[config.mk]
export PLATFORM = sky130hd
export DESIGN_NAME = vga_color_sched_flat
export DESIGN_NICKNAME = d
export VERILOG_FILES = /design/src/rtl/vga_color_sched_if.sv /design/src/rtl/vga_color_sched.sv /design/src/flat_wrapper.sv
export SDC_FILE = /design/constraint.sdc
export NUM_CORES = 1
export LEC_CHECK = 0
export CORE_UTILIZATION = 40
export CTS_CLUSTER_SIZE = 10
export DETAILED_ROUTE_END_ITERATION = 12
export PLACE_DENSITY = 0.62
export RECOVER_POWER = 50
export SLEW_MARGIN = 10
export SYNTH_ARGS = -nofsm -noshare
export SYNTH_HDL_FRONTEND = slang
export SYNTH_SLANG_ARGS = --single-unit
[constraint.sdc]
create_clock -name clk -period 3.8 [get_ports clk]
set_input_delay 0.38 -clock clk [delete_from_list [all_inputs] [get_ports clk]]
set_output_delay 0.38 -clock clk [all_outputs]
set_load 0.02 [all_outputs]
[src/rtl/vga_color_sched_if.sv]
// Button, blanking-strobe and committed-colour signals between the board/timing
// side and the colour scheduler.
interface vga_color_sched_if;
    logic       but_R;
    logic       but_G;
    logic       but_B;
    logic       vblank_start;
    logic [3:0] out_R;
    logic [3:0] out_G;
    logic [3:0] out_B;
    logic       upd;

    // Board/timing side: drives raw buttons and the strobe, observes colours.
    modport master (
        output but_R, but_G, but_B, vblank_start,
        input  out_R, out_G, out_B, upd
    );

    // Scheduler side.
    modport slave (
        input  but_R, but_G, but_B, vblank_start,
        output out_R, out_G, out_B, upd
    );
endinterface

[src/rtl/vga_color_sched.sv]
// Frame-synchronous colour controller: synchronises and debounces three colour
// buttons, counts pending steps per channel, and applies them to the displayed
// colour only on the vertical-blanking strobe so colours never change mid-frame.
module vga_color_sched #(
    parameter int         DEB_CYCLES = 250000,
    parameter int         CNT_W      = 18,
    parameter logic [3:0] INIT_R     = 4'h0,
    parameter logic [3:0] INIT_G     = 4'h0,
    parameter logic [3:0] INIT_B     = 4'h0
) (
    input  logic               clk,
    input  logic               rst,
    vga_color_sched_if.slave   bus
);

    typedef enum logic [1:0] {IDLE, PRESS, HELD, REL} deb_state_t;

    localparam logic [CNT_W-1:0] CNT_LAST = CNT_W'(DEB_CYCLES - 1);

    // Channel index order: 0 = red, 1 = green, 2 = blue.
    logic [2:0]       raw;
    logic [2:0]       sync1;
    logic [2:0]       syn;
    logic [2:0]       press;
    deb_state_t       state     [3];
    deb_state_t       state_nxt [3];
    logic [CNT_W-1:0] cnt       [3];
    logic [CNT_W-1:0] cnt_nxt   [3];
    logic [3:0]       pend      [3];
    logic [3:0]       out_q     [3];
    logic             upd_q;

    assign raw = {bus.but_B, bus.but_G, bus.but_R};

    // Two-flop synchroniser for the asynchronous button inputs.
    always_ff @(posedge clk) begin
        // NOTE: non-blocking assignments make every flop sample the pre-edge value,
        // so sync1 -> syn really is a two-stage pipeline.
        if (rst) begin
            sync1 <= '0;
            syn   <= '0;
        end else begin
            sync1 <= raw;
            syn   <= sync1;
        end
    end

    // Debounce state and counter registers, one set per channel.
    always_ff @(posedge clk) begin
        for (int i = 0; i < 3; i++) begin
            if (rst) begin
                state[i] <= IDLE;
                cnt[i]   <= '0;
            end else begin
                state[i] <= state_nxt[i];
                cnt[i]   <= cnt_nxt[i];
            end
        end
    end

    // Debounce next-state logic; a press pulse fires once when a press is accepted.
    always_comb begin
        for (int i = 0; i < 3; i++) begin
            // NOTE: every output gets a default before the case so no path leaves
            // a value unassigned, which would otherwise infer a latch.
            state_nxt[i] = state[i];
            cnt_nxt[i]   = cnt[i];
            press[i]     = 1'b0;
            case (state[i])
                IDLE: begin
                    if (syn[i]) begin
                        state_nxt[i] = PRESS;
                        cnt_nxt[i]   = '0;
                    end
                end
                PRESS: begin
                    if (!syn[i]) begin
                        state_nxt[i] = IDLE;
                    end else if (cnt[i] == CNT_LAST) begin
                        state_nxt[i] = HELD;
                        press[i]     = 1'b1;
                    end else begin
                        cnt_nxt[i] = cnt[i] + 1'b1;
                    end
                end
                HELD: begin
                    if (!syn[i]) begin
                        state_nxt[i] = REL;
                        cnt_nxt[i]   = '0;
                    end
                end
                REL: begin
                    if (syn[i]) begin
                        state_nxt[i] = HELD;
                    end else if (cnt[i] == CNT_LAST) begin
                        state_nxt[i] = IDLE;
                    end else begin
                        cnt_nxt[i] = cnt[i] + 1'b1;
                    end
                end
                default: state_nxt[i] = IDLE;
            endcase
        end
    end

    // Pending-step accumulation and commit on the blanking strobe; a press landing
    // on the strobe cycle is held over to the next frame.
    always_ff @(posedge clk) begin
        if (rst) begin
            // NOTE: the small pend/out arrays are real state and are reset explicitly;
            // nothing here relies on power-up values.
            out_q[0] <= INIT_R;
            out_q[1] <= INIT_G;
            out_q[2] <= INIT_B;
            for (int i = 0; i < 3; i++) pend[i] <= '0;
            upd_q <= 1'b0;
        end else if (bus.vblank_start) begin
            for (int i = 0; i < 3; i++) begin
                out_q[i] <= out_q[i] + pend[i];
                pend[i]  <= 4'(press[i]);
            end
            upd_q <= (pend[0] != '0) || (pend[1] != '0) || (pend[2] != '0);
        end else begin
            for (int i = 0; i < 3; i++) pend[i] <= pend[i] + 4'(press[i]);
            upd_q <= 1'b0;
        end
    end

    assign bus.out_R = out_q[0];
    assign bus.out_G = out_q[1];
    assign bus.out_B = out_q[2];
    assign bus.upd   = upd_q;

endmodule
[src/flat_wrapper.sv]
// flat-port wrapper written by rule: the top's interface ports become plain ports
module vga_color_sched_flat 
#(
    parameter int         DEB_CYCLES = 250000,
    parameter int         CNT_W      = 18,
    parameter logic [3:0] INIT_R     = 4'h0,
    parameter logic [3:0] INIT_G     = 4'h0,
    parameter logic [3:0] INIT_B     = 4'h0
)
  (clk, rst, bus_but_R, bus_but_G, bus_but_B, bus_vblank_start, bus_out_R, bus_out_G, bus_out_B, bus_upd);
  vga_color_sched_if bus_i ();
  input  logic clk;
  input  logic rst;
  input wire logic [$bits(bus_i.but_R)-1:0] bus_but_R;
  input wire logic [$bits(bus_i.but_G)-1:0] bus_but_G;
  input wire logic [$bits(bus_i.but_B)-1:0] bus_but_B;
  input wire logic [$bits(bus_i.vblank_start)-1:0] bus_vblank_start;
  output wire logic [$bits(bus_i.out_R)-1:0] bus_out_R;
  output wire logic [$bits(bus_i.out_G)-1:0] bus_out_G;
  output wire logic [$bits(bus_i.out_B)-1:0] bus_out_B;
  output wire logic [$bits(bus_i.upd)-1:0] bus_upd;
  assign bus_i.but_R = bus_but_R;
  assign bus_i.but_G = bus_but_G;
  assign bus_i.but_B = bus_but_B;
  assign bus_i.vblank_start = bus_vblank_start;
  assign bus_out_R = bus_i.out_R;
  assign bus_out_G = bus_i.out_G;
  assign bus_out_B = bus_i.out_B;
  assign bus_upd = bus_i.upd;
  vga_color_sched #(.DEB_CYCLES(DEB_CYCLES), .CNT_W(CNT_W), .INIT_R(INIT_R), .INIT_G(INIT_G), .INIT_B(INIT_B)) u_core (.clk(clk), .rst(rst), .bus(bus_i));
endmodule
== Word-level counts from Yosys, hierarchy flattened ==
Memories as Yosys holds them, arrays and structs flattened.
Cells that the tools add are included.

* $add $sub $neg: 9
* Multiply operators: 0
* Divide/modulo/power cells: 0
* $lt $le $gt $ge: 0
* Eq/ne operators: 12
* Shifts and indexed selects: 0
* Multiplexer cells: 72
* Bitwise gates (word level): 16
* Reduce and logical (&&, ||, !) cells: 9

{| class="wikitable"
|+ Operators by type and width
! kind !! count
|-
| 2-to-1 mux 18 bit || 18
|-
| one-hot mux 18 bit (4 select lines) || 3
|-
| adder 18 x 1 -> 18 bit, second input constant || 3
|-
| equality test 18 bit, second input constant || 3
|-
| 2-to-1 mux 2 bit || 21
|-
| 2-to-1 mux 4 bit || 9
|-
| one-hot mux 2 bit (4 select lines) || 3
|-
| 2-to-1 mux 1 bit || 18
|-
| OR 1 bit || 15
|-
| adder 4 x 1 -> 4 bit || 3
|-
| adder 4 bit || 3
|-
| equality test 2 bit, second input constant || 6
|-
| nonzero test 4 bit || 3
|-
| equality test 2 x 1 -> 1 bit, second input constant || 3
|-
| logical NOT 2 bit || 3
|-
| logical OR 1 bit || 2
|-
| OR reduction 2 bit || 1
|-
| inverter 1 bit || 1
|}

* Flip-flop bits (word level): 7
* Latch bits: 0
* Bits in writable memories: 84
* Memory bits (read-only): 0
* Input port bits: 6
* Output and inout port bits: 13
* Word-level logic and storage cells: 125
* Memories kept: 4

{| class="wikitable"
|+ Memories
! name !! depth !! width !! rd ports !! clocked after memory_dff !! write ports !! RTL line !! RTL
|-
| u_core.cnt || 3 || 18 || 3 || 0 || 3 || vga_color_sched.sv:27 || <nowiki>logic [CNT_W-1:0] cnt [3];</nowiki>
|-
| u_core.out_q || 3 || 4 || 3 || 0 || 3 || vga_color_sched.sv:30 || <nowiki>logic [3:0] out_q [3];</nowiki>
|-
| u_core.pend || 3 || 4 || 3 || 0 || 3 || vga_color_sched.sv:29 || <nowiki>logic [3:0] pend [3];</nowiki>
|-
| u_core.state || 3 || 2 || 3 || 0 || 3 || vga_color_sched.sv:25 || <nowiki>deb_state_t state [3];</nowiki>
|}

== Longest topological paths before layout ==
* Word-level depth: 6
* Mapped depth: 9
* Mapped depth without buffers: 8

== Worst setup path after synthesis ==
Ideal clock, no wire load.

* Path type: reg2reg
* Start point: memory u_core.cnt[0][0]
* End point: memory u_core.cnt[0][15]
* Setup time: 122 ps
* Data arrival time: 2313 ps
* Required time: 3678 ps
* Path slack: 1365 ps
* Cell stages (with the launch flop): 10
* Path buffers: 3
* Clock period less this slack: 2435 ps
* Cell sequence: dfxtp_1 -> ha_1 -> buf_4 -> nand3_1 -> or4b_2 -> buf_2 -> o211a_4 -> buf_6 -> o311a_1 -> a221o_1

{| class="wikitable"
|+ RTL lines
! item !! RTL line
|-
| from (decl) || vga_color_sched.sv:27
|}

==> key figures <==
STA
  – Max Slew Vio Count: 0
  – Final setup violation count: 0
  – Fmax: approximately 350 MHz
  – Period Utilization, post-route: 75.9%
  – TNS Setup: 0 ns
  – Skew final: ~0.0041 ns
  – Final hold violations: 0
  – Unrepaired setup endpoints after global routing: no
  – Worst Max-Slew Pin Slew: 1.00 ns
  – Min Tclk post-route: between 2 and 3 ns
  – WHS: 0.439 ns
  – Slew HR: between 30% and 40%

Power
  – Max VDD drop: 0.213 mV
  – Pwr dens: about 430 mW/mm^2
  – Clock Power Share: 37.1%
  – Internal Power: 1800 uW
  – Pleak: 0.00205 uW
  – Net Sw Frac: 28.3%
  – Seq pwr share: between 40% and 50%
  – Net switching power: between 700 and 800 uW
  – Comb power frac: 19.7%

Placed design
  – PortBufs: 18
  – Dpl hpwl: around 8100 microns
  – Placed Instances: a little under 800
  – Gpl congestion: roughly 0.84
  – Placed cell area: 0.00556 sq mm

Layout
  – Multi-input logic area: roughly 0.003 sq mm
  – Layout Nets: 647
  – Finished Cell Area: around 0.0059 sq mm
  – Fill cells: approximately 1300
  – Reg area: roughly 0.0021 sq mm
  – Non-filler cells, final: 791
  – Fraction of layout cells with a size suffix above 1: under 10%
  – ANT cells: 0
  – Area Overhead vs Synth: 12.5%

GRT
  – Total grt overflow: 0
  – GRT Total Usage: ~19%
  – First-pass GRT wire length: 19800 microns
  – Largest net degree at the start of global routing: 41
  – Initial antenna violation count: 0
  – Via count of the first global-routing pass: 4279

Route
  – Post-route DRC: 0
  – Mean number of vias per cell: 5.74
  – Via total after detailed routing: about 4500
  – Drt total wl: 11700 microns
  – DRT antenna net count: 0
  – 1st-iter DRT viols: 260
  – Routed len/inst: about 15 microns
  – TritonRoute pass-1 iters: 4

Worst setup path
  – CP Capture Type: register
  – Crit path launch type: register
  – Crit Path Class: reg -> reg
  – Worst Path Max Fanout: 19
  – CP required: approximately 4 ns
  – Critical Path AT: around 3.1 ns

Logic synthesis
  – Most used flip-flop cell after synthesis: dfxtp_1
  – Post-synth ARST share: 0%
  – Yosys warns: 0
  – Leading area contributor after synthesis: dfxtp_1
  – Netlist cell types: 70
  – Synth Cell Area: ~0.0052 sq mm
  – Post-synth EDFFs: 24
  – Synthesized flop and latch total: between 90 and 100
  – Sequential share of the synthesized area: between 30% and 40%
  – Synth area leaders: dfxtp_1 26%, edfxtp_1 14%, ha_1 5.8%
  – Synth top area share: 25.7%
  – Synth Area per Inst: 8.71 sq um
  – Syn Inst Count: around 600

Floorplan
  – DIE AREA: around 0.014 sq mm
  – # rows: 41
  – Die Width: ~120 microns
  – Starting Density: between 40% and 50%
  – Boundary pin count: 19
  – Die H: 116 microns
  – CORE AREA: roughly 0.013 sq mm

Clock tree
  – Sink Count: 91
  – CTS tree: done
  – CTS root buf: clkbuf_16
  – Clock Pin Slew Worst Setup and Hold Paths: 0.06 ns
  – CTS Buf Count: 9
  – Post-CTS setup buffers: 0
  – Post-CTS resize count: 0
  – Clock Tree Buf Depth: 2
  – Post-CTS Hold Fix Bufs: 0
  – Htree depth: 3
  – Clock insertion delay at the later pin of the skew report: around 0.34 ns

Status
  – Run status: finished, final reports clean

Worst hold path
  – Worst hold path class: reg -> reg

Job
  – Max-cap viol count: 0
## layout make-up
cell class	count	area share [%]
Multi-Input combinational cell	467	51.0
Sequential cell	91	35.1
Clock buffer	14	4.67
Tap cell	172	3.67
Timing Repair Buffer	21	3.39
Inverter	24	1.54
Clock inverter	2	0.597
## stage by stage
stage / total power (uW) / setup slack [ns] / utilization, %
after CTS: 2540 / 1.13 / 46.3
final: 2510 / 0.917 / 46.3
after global routing: 2650 / 0.719 / 46.3
after detailed placement: 1600 / 1.02 / 43.9
after floorplan: 1460 / 1.37 / -
after global placement: 1580 / 1.14 / 43.9
## per-layer routing
layer  vias to the layer above  part of all wire [%]  global-route usage (%)
li1                       2258                     -                       -
met3                        15                   4.7                    5.03
met4                         0                   1.1                    7.09
met1                      2162                    48                    24.1
met5                         -                     0                       0
met2                       102                    47                    29.4
## sequential cells by signal (all words and copies together) (netlist names), named ones only
register and flops:
u_core.bus.upd 1, u_core.cnt 54, u_core.out_q 12, u_core.pend 12, u_core.state 3, u_core.syn 3
u_core.sync1 3
## power by group through the flow
stage	clock (uW)	combinational (uW)	sequential, uW
after global placement	0	482	1100
after CTS	957	497	1080
after detailed placement	0	495	1110
after global routing	996	558	1090
after floorplan	0	355	1110
final	930	493	1080
## worst max-delay path, stage by stage, from the launching register on
cell,delay (ns)
dfxtp_1,0.43
inv_1,0.11
ha_1,0.27
nor2_1,0.15
mux2i_1,0.19
clkbuf_1,0.56
or2_0,0.73
or4_1,0.22
a31oi_1,0.08
## placed cells by master (no fill, tap or decap), types with 4 or more instances in the layout
master | Yosys | routed
ha_1 | 24 | 24
o31ai_1 | 4 | 4
nor2b_1 | 11 | 11
a21oi_1 | 32 | 32
mux2i_1 | 8 | 8
edfxtp_1 | 24 | 24
o21ai_0 | 44 | 43
dlygate4sd3_1 | 0 | 14
nand2_1 | 50 | 50
clkbuf_16 | 0 | 9
clkdlybuf4s50_1 | 0 | 4
o211ai_1 | 7 | 7
or4_1 | 9 | 9
and4_1 | 7 | 7
and3_1 | 9 | 9
nor2_1 | 53 | 53
or3_1 | 13 | 13
dfxtp_1 | 67 | 67
nor3_1 | 10 | 10
nand4_1 | 22 | 22
nand4b_1 | 4 | 4
conb_1 | 1 | 12
xor2_1 | 8 | 8
nand3_1 | 26 | 26
and2_1 | 12 | 6
inv_1 | 24 | 24
nor4_1 | 9 | 8
o311ai_0 | 5 | 5
xnor2_1 | 10 | 10
and2_0 | 1 | 7
a41oi_1 | 5 | 5
a31oi_1 | 18 | 18
## Yosys cell counts (4+ instances only)
cell type / instances
a21oi_1: 32
a31oi_1: 18
a41oi_1: 5
and2_1: 12
and3_1: 9
and4_1: 7
clkbuf_1: 21
dfxtp_1: 67
edfxtp_1: 24
ha_1: 24
inv_1: 24
mux2i_1: 8
nand2_1: 50
nand3_1: 26
nand4_1: 22
nand4b_1: 4
nor2_1: 53
nor2b_1: 11
nor3_1: 10
nor4_1: 9
o211ai_1: 7
o21ai_0: 44
o311ai_0: 5
o31ai_1: 4
or3_1: 13
or4_1: 9
xnor2_1: 10
xor2_1: 8
## cells by family (layout without fill, tap and decap cells)
logic type	Yosys count	count (layout)	share of synthesized area, %
AO/OA/AOI/OAI	148	148	18.8
XOR/XNOR	18	18	3.02
adder cells (fa/ha/maj)	27	27	6.91
buffers and inverters	52	61	4.03
flip-flops	91	91	39.5
multiplexers	9	9	1.75
other	1	12	0.0719
AND/OR/NAND/NOR	253	253	25.9
## final timing paths
kind,startpoint,endpoint,slack [ns],cells after the start
max,u_core.state[1][0]$_SDFFE_PP0P_,u_core.cnt[1][3]$_SDFFE_PP0P_,0.92,8
min,u_core.sync1[1]$_SDFF_PP0_,u_core.syn[1]$_SDFF_PP0_,0.44,1
max reg2reg,u_core.state[1][0]$_SDFFE_PP0P_,u_core.cnt[1][3]$_SDFFE_PP0P_,0.92,8
min reg2reg,u_core.sync1[1]$_SDFF_PP0_,u_core.syn[1]$_SDFF_PP0_,0.44,1
Power figures use the tool's default switching activity.
